===== src/rtl/serial_add32_ctrl.sv =====
// serial_add32_ctrl: 32-bit adder that reuses a single SLICE_W-bit slice adder
// over N = 32/SLICE_W cycles, least significant slice first, behind a
// valid/ready handshake on both the operand and the result side.
module serial_add32_ctrl #(
    parameter int SLICE_W = 8
) (
    input  logic        clk,
    input  logic        rst,
    input  logic        in_valid,
    output logic        in_ready,
    input  logic [31:0] a,
    input  logic [31:0] b,
    input  logic        ci,
    output logic        out_valid,
    input  logic        out_ready,
    output logic [31:0] s,
    output logic        co,
    output logic        ovf,
    output logic        busy
);
    localparam int N     = 32 / SLICE_W;
    localparam int SH    = $clog2(SLICE_W);
    // cnt concatenated with SH zero bits forms the 5-bit slice base index.
    localparam int CNT_W = 5 - SH;

    typedef enum logic [1:0] {
        IDLE = 2'd0,
        RUN  = 2'd1,
        DONE = 2'd2
    } state_t;

    state_t             state_r;
    state_t             state_s;
    logic [31:0]        a_r;
    logic [31:0]        b_r;
    logic [31:0]        s_r;
    logic               carry_r;
    logic               co_r;
    logic               ovf_r;
    logic [CNT_W-1:0]   cnt_r;
    logic               in_ready_r;
    logic               out_valid_r;
    logic               busy_r;

    logic [4:0]         lo_s;
    logic [SLICE_W-1:0] a_sl_s;
    logic [SLICE_W-1:0] b_sl_s;
    logic [SLICE_W:0]   sum_s;
    logic               msb_cin_s;
    logic               last_s;

    // Slice adder: pick slice cnt of the captured operands and add the running carry.
    always_comb begin
        lo_s      = {cnt_r, {SH{1'b0}}};
        a_sl_s    = a_r[lo_s +: SLICE_W];
        b_sl_s    = b_r[lo_s +: SLICE_W];
        sum_s     = {1'b0, a_sl_s} + {1'b0, b_sl_s} + {{SLICE_W{1'b0}}, carry_r};
        // Carry into the top bit of the slice; on the last slice this is the carry into bit 31.
        msb_cin_s = a_sl_s[SLICE_W-1] ^ b_sl_s[SLICE_W-1] ^ sum_s[SLICE_W-1];
        last_s    = (cnt_r == CNT_W'(N - 1));
    end

    // Next-state logic for the IDLE -> RUN -> DONE handshake sequence.
    always_comb begin
        state_s = state_r;
        case (state_r)
            IDLE: begin
                if (in_valid) begin
                    state_s = RUN;
                end else begin
                    state_s = IDLE;
                end
            end
            RUN: begin
                if (last_s) begin
                    state_s = DONE;
                end else begin
                    state_s = RUN;
                end
            end
            DONE: begin
                if (out_ready) begin
                    state_s = IDLE;
                end else begin
                    state_s = DONE;
                end
            end
            default: begin
                state_s = IDLE;
            end
        endcase
    end

    // State register and registered handshake/status flags decoded from the next state.
    always_ff @(posedge clk) begin
        if (rst) begin
            state_r     <= IDLE;
            in_ready_r  <= 1'b1;
            out_valid_r <= 1'b0;
            busy_r      <= 1'b0;
        end else begin
            state_r     <= state_s;
            in_ready_r  <= (state_s == IDLE);
            out_valid_r <= (state_s == DONE);
            busy_r      <= (state_s != IDLE);
        end
    end

    // Datapath: capture operands in IDLE, build the sum one slice per cycle in RUN.
    always_ff @(posedge clk) begin
        if (rst) begin
            a_r     <= 32'd0;
            b_r     <= 32'd0;
            s_r     <= 32'd0;
            carry_r <= 1'b0;
            co_r    <= 1'b0;
            ovf_r   <= 1'b0;
            cnt_r   <= CNT_W'(0);
        end else begin
            case (state_r)
                IDLE: begin
                    if (in_valid) begin
                        a_r     <= a;
                        b_r     <= b;
                        carry_r <= ci;
                        cnt_r   <= CNT_W'(0);
                    end
                end
                RUN: begin
                    s_r[lo_s +: SLICE_W] <= sum_s[SLICE_W-1:0];
                    carry_r              <= sum_s[SLICE_W];
                    cnt_r                <= cnt_r + CNT_W'(1);
                    if (last_s) begin
                        co_r  <= sum_s[SLICE_W];
                        ovf_r <= msb_cin_s ^ sum_s[SLICE_W];
                    end
                end
                DONE: begin
                    // Result held stable until the consumer takes it.
                end
                default: begin
                    // Unreachable encoding; no datapath update.
                end
            endcase
        end
    end

    assign in_ready  = in_ready_r;
    assign out_valid = out_valid_r;
    assign busy      = busy_r;
    assign s         = s_r;
    assign co        = co_r;
    assign ovf       = ovf_r;

endmodule


===== config.mk =====
export PLATFORM = sky130hd
export DESIGN_NAME = serial_add32_ctrl
export DESIGN_NICKNAME = d
export VERILOG_FILES = /design/src/rtl/serial_add32_ctrl.sv
export SDC_FILE = /design/constraint.sdc
export NUM_CORES = 1
export LEC_CHECK = 0
export ABC_CLOCK_PERIOD_IN_PS = 5100
export BUFFER_PORTS_ARGS = -buffer_cell sky130_fd_sc_hd__buf_2
export CORE_ASPECT_RATIO = 0.5
export CORE_MARGIN = 4
export CORE_UTILIZATION = 50
export CTS_CLUSTER_SIZE = 25
export DETAILED_ROUTE_END_ITERATION = 16
export PLACE_DENSITY = 0.73
export SLEW_MARGIN = 20
export SYNTH_ARGS = -nofsm -noshare
export SYNTH_HDL_FRONTEND = slang
export SYNTH_SLANG_ARGS = --single-unit

===== constraint.sdc =====
create_clock -name clk -period 5.1 [get_ports clk]
set_clock_uncertainty 0.1 [all_clocks]
set_input_delay 0.255 -clock clk [delete_from_list [all_inputs] [get_ports clk]]
set_output_delay 0.255 -clock clk [all_outputs]
set_load 0.01 [all_outputs]

==> impl_metrics.json, run 1 <==
{
  "fin_cells": 720,
  "cts_tree": "yes",
  "layout-drive-gt1-share_pct": 24.7,
  "synth_fp_nets": 597,
  "postRouteAntennaNets": 0,
  "r2r_cells": 8,
  "setup_ws_ns": 1.65,
  "drt-vias-per-instance": 5.32,
  "firstDrtPassIters": 5,
  "finalHoldViolCount": 0,
  "tightest_slew_ns": 1.04,
  "cts_setup_buffers": 0,
  "drt-total-wl_microns": 10800,
  "die_area_sq_mm": 0.0107,
  "crit_chain": "buf_4 -> mux4_2 -> ha_1 -> a211oi_1 -> nor2_1 -> o311ai_1 -> a22oi_1 -> nor2_1",
  "synth_edf_count": 0,
  "rows": 24,
  "tns_ns": 0,
  "pre_cts_slack_ns": 1.64,
  "synth_area_sq_mm": 0.00453,
  "gr-total-overflow": 0,
  "root_buffer": "clkbuf_16",
  "syn_avg_cell_area_sq_um": 8.83,
  "maxCapViolCount": 0,
  "grt_max_degree": 108,
  "fin_nets": 682,
  "wire_per_inst_microns": 15.0,
  "cts_resized": 0,
  "cp-end-kind": "register",
  "htree_levels": 3,
  "arrival_ns": 3.62,
  "ys_top_cells_by_area": "dfxtp_1, nand2_1, a21oi_1, mux4_2, a22oi_1",
  "final_common_cell": "nand2_1",
  "r2r_setup_slack_ns": 1.65,
  "fin_crit_ns": 3.45,
  "diodes": 0,
  "slew-limit-headroom_pct": 30.7,
  "grt_pass1_wl_microns": 16800,
  "whs_ns": 0.0337,
  "final_cell_mix": "nand2_1, dfxtp_1, buf_2",
  "cts_buffers": 9,
  "hold_class": "input pin to register",
  "port_buffers": 105,
  "io_pins": 106,
  "vias": 3827,
  "clk_pin_slew_ns": 0.08,
  "place_area_sq_mm": 0.00508,
  "finalSetupViolCount": 0,
  "die_h_microns": 75.3,
  "ys.flop_type": "dfxtp_1",
  "p_per_area_mw_per_mm2": 336,
  "utilization_pct": 61.5,
  "timing.final.crit_share_pct": 67.7,
  "cp_common_cell": "nor2_1",
  "synth_top_area_share_pct": 46.8,
  "area_growth_pct": 18.9,
  "initial_utilization_pct": 51.7,
  "grt_antenna_before_repair": 0,
  "crit_path_start_kind": "register",
  "async_flop_share_pct": 0,
  "synth_cell_types": 48,
  "place_inst": 704,
  "vdd_drop_max_mv": 0.233,
  "rsz0062_at_grt": "no",
  "crit_required_ns": 5.27,
  "stdcell_area_sq_mm": 0.00539,
  "route.detailed.drc": 0,
  "cts_max_path_buffers": 2,
  "slew_violations": 0,
  "grt_pass1_vias": 3475,
  "worstReg2RegStart": "cnt_r[0]",
  "yosysTopAreaCell": "dfxtp_1",
  "leakage_nw": 2.25,
  "status": "complete, no violations",
  "gp_congestion": 0.824,
  "max_clock_freq_mhz": 290,
  "fill_cells": 819,
  "seq_area_sq_mm": 0.00212,
  "syn_inst": 513,
  "synth_seq_cells": 106,
  "insertion_delay_ns": 0.35,
  "ys_seq_area_share_pct": 46.8,
  "yosysWarnings": 0,
  "die_w_microns": 143,
  "criticalPathCategory": "register to register",
  "core-area_sq_mm": 0.00877,
  "path_max_fanout": 14,
  "multi_input_area_sq_mm": 0.00224,
  "cts_hold_buf": 0,
  "dp_hpwl_microns": 7790,
  "slowest_stage": "dfxtp_1",
  "globalRouteTotalUtil_pct": 20.2,
  "r2r-end": "s[13]",
  "power.total_mw": 1.81,
  "drt_iter0_drc": 294,
  "startpoint": "cnt_r[0]",
  "slowest_delay_ns": 0.77,
  "clock_sinks": 106,
  "endpoint": "s[13]"
}
power breakdown:
group          switching [mW]  internal (mW)  total [mW]
registers              0.0226          0.863       0.886
logic                   0.140         0.0922       0.232
clock network           0.311          0.384       0.695
layout make-up:
cell class	instances	area share (%)
multi-input combinational	365	41.6
sequential	106	39.4
timing repair buffer	107	10.1
clock buffer	9	4.18
tap	117	2.72
clock inverter	7	1.42
inverter	9	0.627
synthesized netlist by cell type (all sizes together) (6+ instances only):
master and count:
clkbuf 21, a22oi 24, o31ai 6, dfxtp 106, nand2 147, buf 12, mux4 16, nor2 36
a21oi 76, inv 9, ha 13
flip-flops by register name, summed over array words and instances (netlist names):
register   count
carry_r        1
b_r           32
cnt_r          2
co             1
busy           1
ovf            1
s             32
out_valid      1
a_r           32
state_r        2
in_ready       1
routing by layer:
layer  vias up  part of all wire [%]  track usage [%]
met4         0                   1.2             5.90
met1      1793                    49             27.4
li1       1931                     -                -
met2        95                    44             32.2
met5         -                     0                0
met3         8                   5.7             5.77
worst min path at each step:
stage,startpoint,endpoint,cells after the start
2_1_floorplan,a[0],a_r[0],2
3_3_place_gp,s[14],s[14],2
3_5_place_dp,s[14],s[14],2
4_1_cts,a[21],a_r[21],3
5_1_grt,b[0],b_r[0],3
6_report,a[12],a_r[12],3
logic make-up (layout without fill, tap and decap cells):
logic type | count (synthesis) | count (layout) | share of synthesized area, %
adders and majority gates | 15 | 15 | 4.47
DFF | 106 | 106 | 46.8
buffers and inverters | 42 | 132 | 3.92
and+or+nand+nor | 203 | 203 | 18.7
muxes | 17 | 17 | 8.17
xor gates and xnor gates | 5 | 5 | 0.966
AOI/OAI and AO/OA | 125 | 125 | 17.0
critical path: cells and delay by family, from the launching register on:
kind,cells,cell delay (ns)
AOI/OAI and AO/OA,3,1.04
adders and majority gates,1,0.31
DFF,1,0.77
muxes,1,0.54
and+or+nand+nor,2,0.26
buffers and inverters,1,0.36
Note: power is estimated with default switching activity, not from simulation.
==> inputs of run 2 (changes only) <==
--- a/config.mk
+++ b/config.mk
@@ -5,11 +5,11 @@
 export SDC_FILE = /design/constraint.sdc
 export NUM_CORES = 1
 export LEC_CHECK = 0
-export ABC_CLOCK_PERIOD_IN_PS = 5100
+export ABC_CLOCK_PERIOD_IN_PS = 3120
 export BUFFER_PORTS_ARGS = -buffer_cell sky130_fd_sc_hd__buf_2
 export CORE_ASPECT_RATIO = 0.5
 export CORE_MARGIN = 4
-export CORE_UTILIZATION = 50
+export CORE_UTILIZATION = 48
 export CTS_CLUSTER_SIZE = 25
 export DETAILED_ROUTE_END_ITERATION = 16
 export PLACE_DENSITY = 0.73
==> constraint.sdc (replaced) <==
create_clock -name clk -period 3.12 [get_ports clk]
set_clock_uncertainty 0.1 [all_clocks]
set_input_delay 0.156 -clock clk [delete_from_list [all_inputs] [get_ports clk]]
set_output_delay 0.156 -clock clk [all_outputs]
set_load 0.01 [all_outputs]
==> run 2 against run 1 <==
Effect of this change:
- clock-buffer cell count grew 4
- core utilization increased by 6.6 points
- routed wire length up 17%
- critical path depth is 1 higher
- worst hold slack improved by 0.0021 ns
- via count is 9.6% higher
- largest cell class unchanged
- highest routed layer unchanged
==> impl_metrics.json, run 2 (same netlist as run 1, synthesis figures left out) <==
{
  "vias": 4195,
  "p_sw_share_pct": 26.1,
  "globalRouteTotalUtil_pct": 22.9,
  "firstDrtPassIters": 5,
  "clock_sinks": 106,
  "gp_congestion": 0.887,
  "slowest_stage": "mux4_2",
  "clk_pin_slew_ns": 0.07,
  "status": "complete, no violations",
  "crit_chain": "mux4_2 -> fa_2 -> inv_1 -> fa_1 -> nand2b_1 -> a21oi_1 -> o41a_4 -> a222oi_1 -> nor2_1",
  "die_h_microns": 76.7,
  "grt_antenna_before_repair": 0,
  "slew-limit-headroom_pct": 38.7,
  "cts_tree": "yes",
  "dp_hpwl_microns": 8270,
  "cp_num_buf_inv": 1,
  "wl_met3_microns": 725,
  "root_buffer": "clkbuf_16",
  "stdcell_area_sq_mm": 0.00609,
  "vdd_drop_max_mv": 0.275,
  "rows": 24,
  "layout-drive-gt1-share_pct": 23.4,
  "cts_buffers": 9,
  "place_area_sq_mm": 0.00514,
  "slowest_delay_ns": 0.54,
  "arrival_ns": 3.03,
  "tns_ns": 0,
  "timing.final.crit_share_pct": 93.4,
  "grt_pass1_vias": 4148,
  "grt_pass1_wl_microns": 20600,
  "dr_wl_met2_microns": 6080,
  "grt_max_degree": 65,
  "core-area_sq_mm": 0.00895,
  "leakage_nw": 2.55,
  "path_max_fanout": 4,
  "final_common_cell": "nand2_1",
  "maxCapViolCount": 0,
  "initial_utilization_pct": 50.6,
  "power_frac_comb_pct": 15.8,
  "fill_cells": 722,
  "cts_max_path_buffers": 2,
  "p_sw_mw": 0.781,
  "route.detailed.drc": 0,
  "fin_nets": 755,
  "postRouteAntennaNets": 0,
  "hold_class": "input pin to register",
  "cts_setup_buffers": 0,
  "cp-end-kind": "register",
  "internal_power_mw": 2.22,
  "port_buffers": 105,
  "top_layer": "met4",
  "gr-total-overflow": 0,
  "finalSetupViolCount": 0,
  "htree_levels": 3,
  "die_w_microns": 145,
  "drt-met1-wl_microns": 5640,
  "slew_violations": 0,
  "drt-total-wl_microns": 12600,
  "drt_iter0_drc": 317,
  "wire_per_inst_microns": 16.0,
  "clkPwrFrac_pct": 35.9,
  "p_seq_share_pct": 48.3,
  "diodes": 0,
  "p_per_area_mw_per_mm2": 493,
  "tightest_slew_ns": 0.916,
  "fin_crit_ns": 2.91,
  "criticalPathCategory": "register to register",
  "io_pins": 106,
  "finalHoldViolCount": 0,
  "rsz0062_at_grt": "no",
  "drt-vias-per-instance": 5.29,
  "insertion_delay_ns": 0.35,
  "die_area_sq_mm": 0.0112,
  "crit_path_start_kind": "register",
  "final_cell_mix": "nand2_1, dfxtp_1, buf_2",
  "max_clock_freq_mhz": 343,
  "area_growth_pct": 34.3,
  "crit_family": "compound AO/OA/AOI/OAI gates",
  "crit_required_ns": 3.23
}
run 2: cell count changes in the layout (fill, tap and decap cells not counted), sizes merged:
cell / change
buf: +8
bufinv: -1
clkbuf: +4
clkinvlp: -2
dlygate4sd3: +65
inv: -1
run 2: worst paths after layout:
kind | from | end | slack, ns | depth (start not counted)
worst max-delay path | cnt_r[0] | carry_r | 0.21 | 9
worst min-delay path | a[29] | a_r[29] | 0.04 | 3
worst max register to register | cnt_r[0] | carry_r | 0.21 | 9
worst min register to register | s[30] | s[30] | 0.35 | 2
run 2: stage by stage:
step	util (%)	power [mW]	std cells	worst slack, ns	hold slack, ns
global placement	57.5	1.86	712	0.188	0.301
global route	68.0	3.13	793	0.0154	0.0395
floorplan	-	1.73	513	0.0111	0.192
CTS	67.9	3.00	793	0.0712	0.0142
detailed placement	57.5	1.87	712	0.102	0.302
finish	68.0	3.00	793	0.205	0.0359
run 2: tightest hold or removal path, cell delays in order:
cell and delay (ns):
buf_2 0.10, nand2_1 0.09, a21oi_1 0.08
run 2: final cells by class:
cell class / count / area, sq um / area share (%)
clock buffers: 13 / 260 / 4.28
clock inverters: 3 / 22.5 / 0.370
inverters: 9 / 33.8 / 0.555
multi-input cells: 365 / 2250 / 36.9
flip-flops and latches: 106 / 2120 / 34.9
well taps: 117 / 146 / 2.40
repair buffers: 180 / 1250 / 20.6
run 2: what timing repair did:
item	4_1_cts	5_1_grt
gates resized for setup	0	3
setup endpoints to repair	0	9
hold buffers	65	0
endpoints found under the hold margin	66	0
run 2: layer usage:
| metal | global-route usage [%] | up-vias |
|---|---|---|
| met4 | 5.87 | 0 |
| met1 | 29.6 | 1972 |
| met5 | 0 | - |
| met3 | 6.24 | 20 |
| met2 | 38.5 | 124 |
| li1 | - | 2079 |
run 2: power groups by stage:
stage                     clock network (mW)  registers, mW  logic [mW]
final                                   1.08           1.45       0.474
after global placement                     0           1.48       0.388
after floorplan                            0           1.47       0.268
after global routing                    1.15           1.45       0.523
after CTS                               1.09           1.45       0.460
after detailed placement                   0           1.48       0.396
